===== src/rtl/wdt_pkg.sv =====
// Shared types and sizing helpers for the watchdog reset-request block.
package wdt_pkg;

   typedef enum logic [1:0] {
      IDLE,
      RUN,
      REQ
   } wdt_state_e;

   localparam int DefaultReqCycles = 4;
   localparam int ReqCntWidth      = $clog2(DefaultReqCycles + 1);

   function automatic int req_cnt_width(input int req_cycles);
      return $clog2(req_cycles + 1);
   endfunction

endpackage


===== src/rtl/wdt_req_stretch.sv =====
// Stretches a one-cycle start strobe into a ReqCycles-long active-low request.
module wdt_req_stretch
   import wdt_pkg::*;
#(
   parameter int ReqCycles = DefaultReqCycles
) (
   input  logic clk,
   input  logic rst,
   input  logic start,
   output logic req_n,
   output logic done
);

   localparam int W = req_cnt_width(ReqCycles);
   localparam logic [W-1:0] Last = W'(ReqCycles - 1);

   logic [W-1:0] cnt_reg;
   logic         req_n_reg;

   // done marks the final low cycle so the owner can leave REQ on the same edge
   assign done  = !req_n_reg && (cnt_reg == Last);
   assign req_n = req_n_reg;

   always_ff @(posedge clk or posedge rst) begin
      if (rst) begin
         cnt_reg   <= '0;
         req_n_reg <= 1'b1;
      end else if (start) begin
         cnt_reg   <= '0;
         req_n_reg <= 1'b0;
      end else if (done) begin
         cnt_reg   <= '0;
         req_n_reg <= 1'b1;
      end else if (!req_n_reg) begin
         cnt_reg   <= cnt_reg + 1'b1;
      end
   end

endmodule


===== src/rtl/wdt_rst_req.sv =====
// Watchdog timer: down-counter with kick, warning, and a timed active-low reset request.
module wdt_rst_req
   import wdt_pkg::*;
#(
   parameter int CntWidth       = 16,
   parameter int DefaultTimeout = 1000,
   parameter int WarnCycles     = 16,
   parameter int ReqCycles      = 4
) (
   input  logic                clk_i,
   input  logic                rst_i,
   input  logic                en_i,
   input  logic                load_i,
   input  logic [CntWidth-1:0] load_val_i,
   input  logic                kick_i,
   input  logic                clr_i,
   output logic [CntWidth-1:0] cnt_o,
   output logic                warn_o,
   output logic                expired_o,
   output logic                rst_req_no
);

   localparam logic [CntWidth-1:0] ResetTimeout = CntWidth'(DefaultTimeout);

   wdt_state_e          state_reg;
   logic [CntWidth-1:0] timeout_reg;
   logic [CntWidth-1:0] cnt_reg;
   logic                expired_reg;
   logic                req_start;
   logic                req_done;

   // Expiry is decided here so the stretcher pulls the request low on the REQ entry edge
   assign req_start = (state_reg == RUN) && en_i && !kick_i && (cnt_reg == '0);

   wdt_req_stretch #(
      .ReqCycles(ReqCycles)
   ) u_stretch (
      .clk  (clk_i),
      .rst  (rst_i),
      .start(req_start),
      .req_n(rst_req_no),
      .done (req_done)
   );

   always_ff @(posedge clk_i or posedge rst_i) begin
      if (rst_i) begin
         state_reg   <= IDLE;
         timeout_reg <= ResetTimeout;
         cnt_reg     <= ResetTimeout;
         expired_reg <= 1'b0;
      end else begin
         case (state_reg)
            IDLE: begin
               if (load_i) timeout_reg <= load_val_i;
               if (en_i) begin
                  state_reg <= RUN;
                  cnt_reg   <= timeout_reg;
               end else begin
                  cnt_reg   <= load_i ? load_val_i : timeout_reg;
               end
            end
            RUN: begin
               if (!en_i) begin
                  state_reg <= IDLE;
                  cnt_reg   <= timeout_reg;
               end else if (kick_i) begin
                  cnt_reg   <= timeout_reg;
               end else if (cnt_reg == '0) begin
                  state_reg <= REQ;
               end else begin
                  cnt_reg   <= cnt_reg - 1'b1;
               end
            end
            REQ: begin
               if (req_done) begin
                  state_reg <= IDLE;
                  cnt_reg   <= timeout_reg;
               end
            end
            default: state_reg <= IDLE;
         endcase

         if (req_done)   expired_reg <= 1'b1;
         else if (clr_i) expired_reg <= 1'b0;
      end
   end

   assign cnt_o     = cnt_reg;
   assign expired_o = expired_reg;
   assign warn_o    = (state_reg == RUN) && (32'(cnt_reg) <= WarnCycles);

endmodule


===== config.mk =====
export PLATFORM = sky130hd
export DESIGN_NAME = wdt_rst_req
export DESIGN_NICKNAME = d
export VERILOG_FILES = /design/src/rtl/wdt_pkg.sv /design/src/rtl/wdt_req_stretch.sv /design/src/rtl/wdt_rst_req.sv
export SDC_FILE = /design/constraint.sdc
export NUM_CORES = 1
export LEC_CHECK = 0
export ABC_AREA = 0
export ABC_CLOCK_PERIOD_IN_PS = 6500
export CAP_MARGIN = 20
export CELL_PAD_IN_SITES_DETAIL_PLACEMENT = 0
export CELL_PAD_IN_SITES_GLOBAL_PLACEMENT = 1
export CORE_ASPECT_RATIO = 2
export CORE_MARGIN = 3
export CORE_UTILIZATION = 44
export DETAILED_ROUTE_END_ITERATION = 10
export PLACE_DENSITY = 0.82
export SLEW_MARGIN = 0
export SYNTH_ARGS = -nofsm -noshare
export SYNTH_HDL_FRONTEND = slang
export SYNTH_SLANG_ARGS = --single-unit

===== constraint.sdc =====
create_clock -name clk_i -period 6.5 [get_ports clk_i]
set_input_delay 1.625 -clock clk_i [delete_from_list [all_inputs] [get_ports clk_i]]
set_output_delay 1.625 -clock clk_i [all_outputs]
set_load 0.05 [all_outputs]

==> metrics.txt <==
num rows=38; fmax=0.2167 GHz; TritonCTS buffer count=5; most frequent cells in the layout=clkdlybuf4s50_1, nand2_1, dfrtp_1; synthesized area=roughly 2600 um2; Syn Nets=309; PD cells=490.5 nW/um2; # DRC=0; HP Class=reg2reg; Post-CTS Setup Bufs=0; final wirelength=around 7200 um; Top Ports=a little over 40; pre-CTS WS=between 2 and 2.5 ns; IO buf count=40; Die Y-Extent=114.3 um; global-route wire length before repair=~12000 um; Post-synth EDFFs=0; CTS Sinks=39; gr usage total=between 20% and 30%; vias per cell=about 6.3; max_slew headroom=between 40% and 50%; setup_tns=0 ns; post-synthesis sequential area ratio=between 30% and 40%; Die X=around 60 um; layout cell share with drive strength beyond 1=~17%; drt wl/cell=slightly below 20 um; Vias=about 2300; die area=6880 um2; final net count=between 300 and 400; DR iter-0 viols=86; GR Overflow Total=0; Post-Layout Cell Count=between 300 and 400; Fin Hold WS=~0.53 ns; core area=5563 um2; P_leak=about 0.0012 uW; flops & latches, synth=39; Final ANT Viol Nets=0; top_reg_cell synth=dfrtp_1; clock-pin slew on the worst setup and hold paths=approximately 0.080 ns; vias in the first global route=2297; critical path class=reg2out; Worst Setup Start Kind=flop; Resized cells post-CTS=0; Final setup viols=0; Fill cells=between 500 and 600; DRT Pass-1 Iters=4; Worst-Skew Late Latency=0.31 ns; post-detail-place hpwl=5197 um; CTS max path bufs=2; CTS Hold Bufs=0; CP required=just under 5 ns; GPL Wtd Cong=0.8274; setup ws final=1.886 ns; largest net degree at the start of global routing=40; Inserted Diodes=0; Tightest Pin Transition=roughly 0.86 ns; Worst Setup End Kind=primary output; total power=approximately 1500 uW; outcome=finished clean; post-synthesis cell type count=58; Initial Utilization=a little under half; worst-path fanout max=14; Worst Skew=approximately 0.0048 ns; Layout area overhead=19.62%; RSZ-0062 raised after global routing=no; CTS tree=done; period utilisation layout=roughly 70%; Syn Inst Count=280; initial antenna violation count=0; maximum vdd drop=317.9 uV; syn avg cell area=~9 um2; placed insts=between 300 and 400; max-cap violations=0; ys async rst share=100.0%; Max Slew Vio Count=0; Synth Warn #=0; critical path arrival=2.99 ns; commonest non-fill, non-tap cell in the layout=clkdlybuf4s50_1; htree depth=2; Final min period=4.614 ns; Final Hold Fails=0; Root Driver=clkbuf_8
-- worst max-delay path, stage by stage, from the launching register on --
cell             delay [ns]
dfrtp_1                0.41
inv_1                  0.11
ha_1                   0.45
inv_1                  0.14
or4_1                  0.49
a211oi_1               0.24
clkdlybuf4s50_1        0.85
-- per-stage QoR --
stage	cell area (um2)	utilization (%)
after floorplan	2582	-
after global placement	2989	53.73
after detailed placement	2989	53.73
after CTS	3089	55.53
after global routing	3089	55.53
final	3089	55.53
-- final timing paths --
kind | from | cells past startpoint | slack, ns | to
max in group asynchronous | rst_i | 3 | 4.38 | cnt_o[3]
setup / recovery | state_reg[1] | 6 | 1.89 | warn_o
hold / removal | expired_o | 2 | 0.53 | expired_o
setup reg to reg | state_reg[0] | 6 | 3.50 | cnt_o[9]
min in group asynchronous | rst_i | 3 | 1.74 | cnt_o[10]
hold reg to reg | expired_o | 2 | 0.53 | expired_o
-- report_power, final --
group | switching, uW | internal (uW)
sequential | 134 | 386
combinational | 476 | 329
clock | 92.9 | 97.0
total | 703 | 812
-- Yosys cell counts, types with 2 or more instances --
| library cell | count | area [um2] |
|---|---|---|
| o21ai_0 | 14 | 70.07 |
| dfrtp_1 | 26 | 650.6 |
| or3_1 | 5 | 31.28 |
| o21ai_2 | 2 | 17.52 |
| nor3_1 | 6 | 30.03 |
| inv_1 | 13 | 48.80 |
| nand2_1 | 31 | 116.4 |
| o31ai_1 | 4 | 30.03 |
| o221a_2 | 2 | 22.52 |
| o22ai_1 | 6 | 37.54 |
| buf_6 | 3 | 33.78 |
| a211oi_1 | 4 | 30.03 |
| nand3_1 | 7 | 35.03 |
| o211ai_1 | 5 | 37.54 |
| or2_2 | 2 | 12.51 |
| dfstp_2 | 13 | 341.6 |
| o2111ai_1 | 2 | 17.52 |
| mux2_2 | 17 | 191.4 |
| a31oi_1 | 4 | 25.02 |
| and2_1 | 4 | 25.02 |
| nand4_1 | 2 | 12.51 |
| and3_1 | 2 | 12.51 |
| nand2b_1 | 3 | 18.77 |
| a311oi_1 | 2 | 17.52 |
| and3b_1 | 2 | 17.52 |
| ha_1 | 7 | 87.58 |
| a32o_1 | 2 | 20.02 |
| or4_1 | 3 | 22.52 |
| a221oi_1 | 4 | 35.03 |
| a21oi_1 | 14 | 70.07 |
| nor4_1 | 6 | 37.54 |
| nor2b_1 | 3 | 18.77 |
| a21o_1 | 4 | 30.03 |
| clkbuf_1 | 12 | 45.04 |
| xnor2_1 | 2 | 17.52 |
| mux2i_1 | 9 | 90.09 |
| nor2_1 | 12 | 45.04 |
-- logic make-up (layout without fill, tap and decap cells) --
family | Yosys count | after routing | share of synthesized area, %
AO/OA/AOI/OAI | 80 | 80 | 21.76
flip-flops | 39 | 39 | 38.42
buffers and inverters | 30 | 64 | 5.281
multiplexers | 26 | 26 | 10.90
AND/OR/NAND/NOR | 96 | 96 | 19.57
XOR/XNOR | 2 | 2 | 0.6784
adder cells (fa/ha/maj) | 7 | 7 | 3.391
-- area by class of cell --
class / count / area [um2] / area share (%)
inverter: 14 / 52.55 / 1.701
tap: 60 / 75.07 / 2.430
timing repair buffer: 42 / 415.4 / 13.45
clock buffer: 8 / 100.1 / 3.240
multi-input combinational: 211 / 1454 / 47.06
sequential: 39 / 992.2 / 32.12
-- layer usage --
metal / GRT usage (%) / part of all wire (%)
met5: 0 / 0
met4: 12.43 / 3.7
met3: 4.063 / 4.6
met2: 37.43 / 54
met1: 26.59 / 38
(Power assumes the default switching activity.)
